**config.mk**
```make
export PLATFORM = sky130hd
export DESIGN_NAME = fifo_wr_arbiter
export DESIGN_NICKNAME = d
export VERILOG_FILES = /design/src/rtl/fifo_wr_arb_pkg.sv /design/src/rtl/fifo_wr_arbiter_rr_picker.sv /design/src/rtl/fifo_wr_arbiter.sv
export SDC_FILE = /design/constraint.sdc
export NUM_CORES = 1
export LEC_CHECK = 0
export BUFFER_PORTS_ARGS = -buffer_cell sky130_fd_sc_hd__buf_2
export CORE_MARGIN = 1.5
export CORE_UTILIZATION = 35
export CTS_BUF_LIST = sky130_fd_sc_hd__clkbuf_4 sky130_fd_sc_hd__clkbuf_8 sky130_fd_sc_hd__clkbuf_16
export CTS_CLUSTER_SIZE = 10
export DETAILED_ROUTE_END_ITERATION = 10
export PLACE_DENSITY = 0.72
export SLEW_MARGIN = 20
export SYNTH_ARGS = -nofsm -noshare
export SYNTH_HDL_FRONTEND = slang
export SYNTH_HIERARCHICAL = 1
export SYNTH_SLANG_ARGS = --single-unit
```
**constraint.sdc**
```tcl
create_clock -name i_clk -period 3.8 [get_ports i_clk]
set_input_delay 0.76 -clock i_clk [delete_from_list [all_inputs] [get_ports i_clk]]
set_output_delay 0.76 -clock i_clk [all_outputs]
set_load 0.02 [all_outputs]
```
**src/rtl/fifo_wr_arb_pkg.sv**
```systemverilog
// fifo_wr_arb_pkg: shared types and constants for the FIFO write-port arbiter.
package fifo_wr_arb_pkg;

    typedef enum logic {IDLE, GRANT} arb_state_t;

    localparam int TO_CNT_W = 16;

    function automatic int id_width(input int n);
        return (n > 1) ? $clog2(n) : 1;
    endfunction

endpackage

```
**src/rtl/fifo_wr_arbiter_rr_picker.sv**
```systemverilog
// rr_picker: combinational round-robin pick of the first set request at or above i_ptr, wrapping.
module rr_picker #(
    parameter int N  = 4,
    parameter int IW = 2
) (
    input  logic [N-1:0]  i_req,
    input  logic [IW-1:0] i_ptr,
    output logic [N-1:0]  o_pick,
    output logic          o_found
);

    logic [2*N-1:0] w_shr;
    logic [2*N-1:0] w_shl;
    logic [N-1:0]   w_rot;
    logic [N-1:0]   w_first;

    // rotate so i_ptr sits at bit 0, isolate lowest set bit, rotate back
    assign w_shr   = {i_req, i_req} >> i_ptr;
    assign w_rot   = w_shr[N-1:0];
    assign w_first = w_rot & (~w_rot + 1'b1);
    assign w_shl   = {w_first, w_first} << i_ptr;
    assign o_pick  = w_shl[2*N-1:N];
    assign o_found = |i_req;

endmodule

```
**src/rtl/fifo_wr_arbiter.sv**
```systemverilog
// fifo_wr_arbiter: round-robin packet arbiter driving one FIFO write port with full backpressure.
// Optional idle-grant timeout enabled by defining FIFO_WR_ARB_TIMEOUT_EN.
module fifo_wr_arbiter
    import fifo_wr_arb_pkg::*;
#(
    parameter  int NUM_REQ        = 4,
    parameter  int DATA_WIDTH     = 8,
    parameter  int TIMEOUT_CYCLES = 64,
    localparam int ID_WIDTH       = id_width(NUM_REQ)
) (
    input  logic                          i_clk,
    input  logic                          i_s_rst_n,
    input  logic [NUM_REQ-1:0]            i_req_valid,
    input  logic [NUM_REQ*DATA_WIDTH-1:0] i_req_data,
    input  logic [NUM_REQ-1:0]            i_req_last,
    output logic [NUM_REQ-1:0]            o_req_ready,
    output logic                          o_fifo_wr_en,
    output logic [DATA_WIDTH-1:0]         o_fifo_wr_data,
    input  logic                          i_fifo_full,
    output logic [NUM_REQ-1:0]            o_grant,
    output logic [ID_WIDTH-1:0]           o_grant_id,
    output logic                          o_busy,
    output logic                          o_timeout
);

    if (NUM_REQ < 2 || NUM_REQ > 16 || TIMEOUT_CYCLES < 1 || TIMEOUT_CYCLES > 65535) begin : g_bad_param
        $error("fifo_wr_arbiter: illegal parameter value");
    end

    arb_state_t            r_state;
    arb_state_t            w_next;
    logic [NUM_REQ-1:0]    r_grant;
    logic [ID_WIDTH-1:0]   r_grant_id;
    logic [ID_WIDTH-1:0]   r_rr_ptr;
    logic [NUM_REQ-1:0]    w_pick;
    logic                  w_found;
    logic [ID_WIDTH-1:0]   w_pick_id;
    logic [ID_WIDTH-1:0]   w_ptr_nxt;
    logic                  w_gvalid;
    logic                  w_glast;
    logic [DATA_WIDTH-1:0] w_gdata;
    logic                  w_acc;
    logic                  w_to;
    logic                  w_release;

    rr_picker #(.N(NUM_REQ), .IW(ID_WIDTH)) u_picker (
        .i_req   (i_req_valid),
        .i_ptr   (r_rr_ptr),
        .o_pick  (w_pick),
        .o_found (w_found)
    );

    always_comb begin
        w_pick_id = '0;
        w_gdata   = '0;
        for (int i = 0; i < NUM_REQ; i++) begin
            if (w_pick[i]) w_pick_id = ID_WIDTH'(i);
            if (r_grant[i]) w_gdata = i_req_data[i*DATA_WIDTH +: DATA_WIDTH];
        end
    end

    assign w_gvalid  = |(i_req_valid & r_grant);
    assign w_glast   = |(i_req_last & r_grant);
    assign w_acc     = (r_state == GRANT) && w_gvalid && !i_fifo_full;
    assign w_release = (w_acc && w_glast) || w_to;
    assign w_ptr_nxt = (r_grant_id == ID_WIDTH'(NUM_REQ - 1)) ? '0 : r_grant_id + 1'b1;

`ifdef FIFO_WR_ARB_TIMEOUT_EN
    logic [TO_CNT_W-1:0] r_idle_cnt;

    // full-with-valid cycles neither count nor clear: only a missing valid counts
    always_ff @(posedge i_clk) begin
        if (!i_s_rst_n || r_state == IDLE || w_acc) r_idle_cnt <= '0;
        else if (!w_gvalid) r_idle_cnt <= r_idle_cnt + 1'b1;
    end

    assign w_to = (r_state == GRANT) && !w_gvalid && (r_idle_cnt == TO_CNT_W'(TIMEOUT_CYCLES - 1));
`else
    assign w_to = 1'b0;
`endif

    always_ff @(posedge i_clk) begin
        if (!i_s_rst_n) begin
            r_state    <= IDLE;
            r_grant    <= '0;
            r_grant_id <= '0;
            r_rr_ptr   <= '0;
        end else begin
            r_state <= w_next;
            if (r_state == IDLE && w_found) begin
                r_grant    <= w_pick;
                r_grant_id <= w_pick_id;
            end else if (w_release) begin
                r_grant    <= '0;
                r_grant_id <= '0;
                r_rr_ptr   <= w_ptr_nxt;
            end
        end
    end

    always_comb begin
        w_next = (r_state == IDLE) ? (w_found ? GRANT : IDLE) : (w_release ? IDLE : GRANT);
    end

    always_comb begin
        o_busy         = (r_state == GRANT);
        o_req_ready    = (r_state == GRANT && !i_fifo_full) ? r_grant : '0;
        o_fifo_wr_en   = w_acc;
        o_fifo_wr_data = w_acc ? w_gdata : '0;
        o_grant        = r_grant;
        o_grant_id     = r_grant_id;
        o_timeout      = w_to;
    end

endmodule

```
# Word level (Yosys, flattened, before mapping)
# Index checks and enable logic that the tools add are counted.
# word_totals
regBits,9
in_bits,43
output_inout_bits,21
wordCells,43
# op_classes
add_sub_neg,2
eq_ne,1
shift,2
mux,17
bitwise_logic,6
n_reduce_logical,11
# ops
operator,count
$mux 8,5
$and 4x4->4,3
$mux 4,3
$reduce_or 4->1,3
$mux 2,5
$shl 8x2->8,1
$shr 8x2->4,1
$logic_and 1x1->1,5
$add 4x1->4 const B,1
$mux 1,4
$not 4->4,1
$add 2x1->2 const B,1
$eq 2x2->1 const B,1
$not 1->1,2
$reduce_and 2->1,1
$reduce_bool 2->1,1
$logic_not 1->1,1

# Logic depth before layout (Yosys ltp)
# logic_depth
ltp_word,9
ltp_mapped,6
ltp_nobuf,6

# Cells and area by module
# The synthesis kept the hierarchy.
# by_module_without_submodules
mod,instances,cells_per_inst,area_per_inst_um2,seq_area_each_um2
fifo_wr_arbiter,1,104,820.8,180.2
rr_picker,1,19,117.6,0.0

# Worst setup path after synthesis
# Ideal clock, no wire load.
# synth_timing
path_kind,reg-to-output
startpoint,reg r_grant[0] (netlist: o_grant[0])
endpoint,out o_fifo_wr_data[0]
arrival_ns,1.511
required_time_ns,3.040
slack_ns,1.529
path_stages_with_launch,6
n_path_buf,1
path_cell_list,dfxtp_1 nor2b_2 buf_6 a221oi_2 a211o_1 a21oi_1
# synth_via
elab_chain_cells,5
elab_cells_between_ends,9
cone_classes,5 x mux; 1 x bitwise; 3 x reduce/logical
# synth_lines
element,line_no,text
from (decl),fifo_wr_arbiter.sv:32,logic [NUM_REQ-1:0] r_grant;
from (signal assigned),fifo_wr_arbiter.sv:91,r_grant <= w_pick;
$mux 8 / $and 4x4->4 (equally long branches),"fifo_wr_arbiter.sv:58, fifo_wr_arbiter.sv:62",
$mux 8 / $reduce_or 4->1 (equally long branches),"fifo_wr_arbiter.sv:58, fifo_wr_arbiter.sv:62",
$mux 8 / $logic_and 1x1->1 (equally long branches) (2 in a row),"fifo_wr_arbiter.sv:58, fifo_wr_arbiter.sv:64",
$mux 8 (*),fifo_wr_arbiter.sv:109,o_fifo_wr_data = w_acc ? w_gdata : '0;
to (decl),fifo_wr_arbiter.sv:18,"output logic [DATA_WIDTH-1:0] o_fifo_wr_data,"
# Mark *: on every way between the ends. The rest lies on a longest branch, timed or not.

# Final worst setup path
# layout_timing
startpoint,reg r_grant[1] (netlist: o_grant[1])
endpoint,out o_fifo_wr_data[1]
# layout_via
elab_chain_cells,5
elab_cells_between_ends,8
cone_classes,4 x mux; 1 x bitwise; 3 x reduce/logical
# layout_lines
element,line_no,text
$and 4x4->4,fifo_wr_arbiter.sv:62,assign w_gvalid = |(i_req_valid & r_grant);
$reduce_or 4->1,fifo_wr_arbiter.sv:62,
$logic_and 1x1->1 (2 in a row),fifo_wr_arbiter.sv:64,assign w_acc = (r_state == GRANT) && w_gvalid && !i_fifo_full;
$mux 8 (*),fifo_wr_arbiter.sv:109,
# Marked as above.

==> results.md <==
* Outcome: finished, final reports clean
* Pin count of the biggest net entering global routing at 22
* Final hold viol count at 0
* Pwr Total at 0.269 mW
* Starting density of the core at 37.5%
* Die height at 54.8 µm
* Area grow syn2layout at 33.7%
* Top cells by area, synth: dfxtp_1, a221oi_2, a211o_1, nand2_1, a21oi_1
* Clk sink count at 9
* Yosys top cell area share at 19.2%
* Leak pwr at 0.613 nW
* Post-synth top area cell: dfxtp_1
* Post-synth net total at 167
* Ys Warns at 6
* # setup viols final at 0
* Antenna viol nets, final at 0
* H-Tree Level Count at 1
* CP endpoint kind: output pin
* Top-count cell post-synth: nand2_1
* Worst slew pin tran at 0.851 ns
* Fmax at 352 MHz
* Max Cap Violations at 0
* Global route overflow at 0
* Setup crit start kind: flip-flop
* Root Buffer: clkbuf_4
* Final Core Density at 50.2%
* Primary FF master, synth: dfxtp_1
* Total CTS buffers at 3
* Number of synthesized register bits at 9
* All-Layer GR Usage at 16.9%
* Clock-pin slew on the worst setup and hold paths at 0.06 ns
* Post-DP HPWL at 2150 µm
* CTS Hold Bufs at 0
* Row cnt at 18
* Vias in the first global route at 859
* Setup_tns at 0 ns
* Power Density at 214 nW/µm²
* Most instantiated cells after synthesis: nand2_1, a21oi_1, inv_1
* Final #Nets at 225
* Worst Path Arrival at 2.08 ns
* CTS tree: done
* Synth cell types at 36
* DR vias at 1116
* WP data required at 3.04 ns
* Worst clock skew at 0.000769 ns
* Synthesized area at 938 µm²
* Slew Viols, Final at 0
* Gpl congestion at 0.779
* Fin crit share at 74.7%
* Layout cell share with drive strength beyond 1 at 44.4%
* Post-synthesis sequential area ratio at 19.2%
* CP Max Fanout at 14
* Rel. slew slack at 43.2%
* Fin crit period at 2.84 ns
* Post-synth EDFFs at 0
* Vias per inst at 5.31
* First-pass GRT wire length at 3680 µm
* Ports at 64
* Core area at 2500 µm²
* Port bufs at 62
* DR WL/cell at 13.1 µm
* Syn avg cell area at 7.63 µm²
* Async SR Flop Fraction at 0%
* WS Path Type: reg2out
* Worst Hold Class: reg2reg
* CTS Buffer Depth at 2
* Clk_lat worst skew at 0.26 ns
* Remaining DRCs at 0
* Full die area at 3000 µm²
* DIE WIDTH at 54.8 µm
* IR drop worst, VDD at 0.229 mV
* Setup bufs post-CTS at 0
* # resized after CTS at 0
* Mapped Cells at 123
* Ant diodes at 0
* 1st-pass router iterations at 4
* Initial antenna violation count at 0
* DR iter-0 viols at 28
* RSZ-0062 raised after global routing: no
* Final wirelength at 2750 µm
## registers in the layout, indices dropped and copies added, names as in the netlist
signal      flops
o_busy          1
o_grant         4
o_grant_id      2
r_rr_ptr        2
## cells in the final DEF (no fill, tap or decap), types with 2 or more instances in the layout
cell / synthesis / final
nor2b_1: 2 / 2
nand3_1: 10 / 10
buf_2: 2 / 62
and2_1: 5 / 5
a21oi_1: 11 / 11
o22ai_1: 2 / 2
o21a_1: 2 / 2
a211o_1: 8 / 8
clkbuf_4: 0 / 4
inv_1: 11 / 11
nand2b_1: 2 / 2
dfxtp_1: 9 / 9
nor2_1: 5 / 5
nand2_1: 15 / 15
o21ai_1: 5 / 5
a22oi_1: 2 / 2
a221oi_2: 8 / 8
o21ai_0: 2 / 2
mux2i_1: 2 / 2
## power breakdown
group          leakage (nW)  internal (mW)  switching, mW
combinational         0.521         0.0404         0.0425
sequential           0.0734         0.0977        0.00766
clock                0.0184         0.0476         0.0330
## worst paths after layout
kind / startpoint / endpoint / slack [ns] / cells after the start
worst max-delay path: o_grant[1]$_SDFFE_PN0P_ / o_fifo_wr_data[1] / 0.96 / 5
worst min register to register: o_grant_id[1]$_SDFFE_PN0P_ / o_grant_id[1]$_SDFFE_PN0P_ / 0.50 / 2
worst max register to register: o_grant[2]$_SDFFE_PN0P_ / r_rr_ptr[0]$_SDFFE_PN0P_ / 1.89 / 4
worst min-delay path: o_grant_id[1]$_SDFFE_PN0P_ / o_grant_id[1]$_SDFFE_PN0P_ / 0.50 / 2
## critical path, cell delays in order (launching register included)
cell	delay [ns]
dfxtp_1	0.50
nor2b_2	0.52
a221oi_2	0.11
a211o_1	0.32
a21oi_1	0.16
buf_2	0.20
## metrics by stage
step	hold WS (ns)	instance area, µm²	worst slack [ns]	instances
6_report	0.503	1250	0.960	210
3_5_place_dp	0.490	1220	1.28	206
2_1_floorplan	0.500	938	1.53	123
3_3_place_gp	0.473	1220	1.32	206
5_1_grt	0.537	1250	0.848	210
4_1_cts	0.516	1250	0.985	210
## kinds of logic after synthesis
kind of cell	count (synthesis)	synth area share, %
buffers and inverters	20	10.9
muxes	2	2.13
other	1	0.400
adders and majority gates	1	1.33
and+or+nand+nor	42	21.7
DFF	9	19.2
AOI/OAI and AO/OA	48	44.3
## area by class of cell
type | count | area, µm²
fill | 244 | 1240
clock buffer | 4 | 30.0
tap | 30 | 37.5
multi-input combinational | 94 | 656
timing repair buffer | 62 | 310
inverter | 11 | 41.3
sequential | 9 | 180
## per-layer routing
metal	wire length (µm)	global-route usage (%)	vias up	share of wire, %
li1	-	-	561	-
met1	1170	21.5	512	42
met2	1390	28.6	41	50
met3	189	3.83	2	6.9
met4	8	4.17	0	0.29
met5	0	0	-	0
No activity file was read; power rests on OpenSTA's default activity.
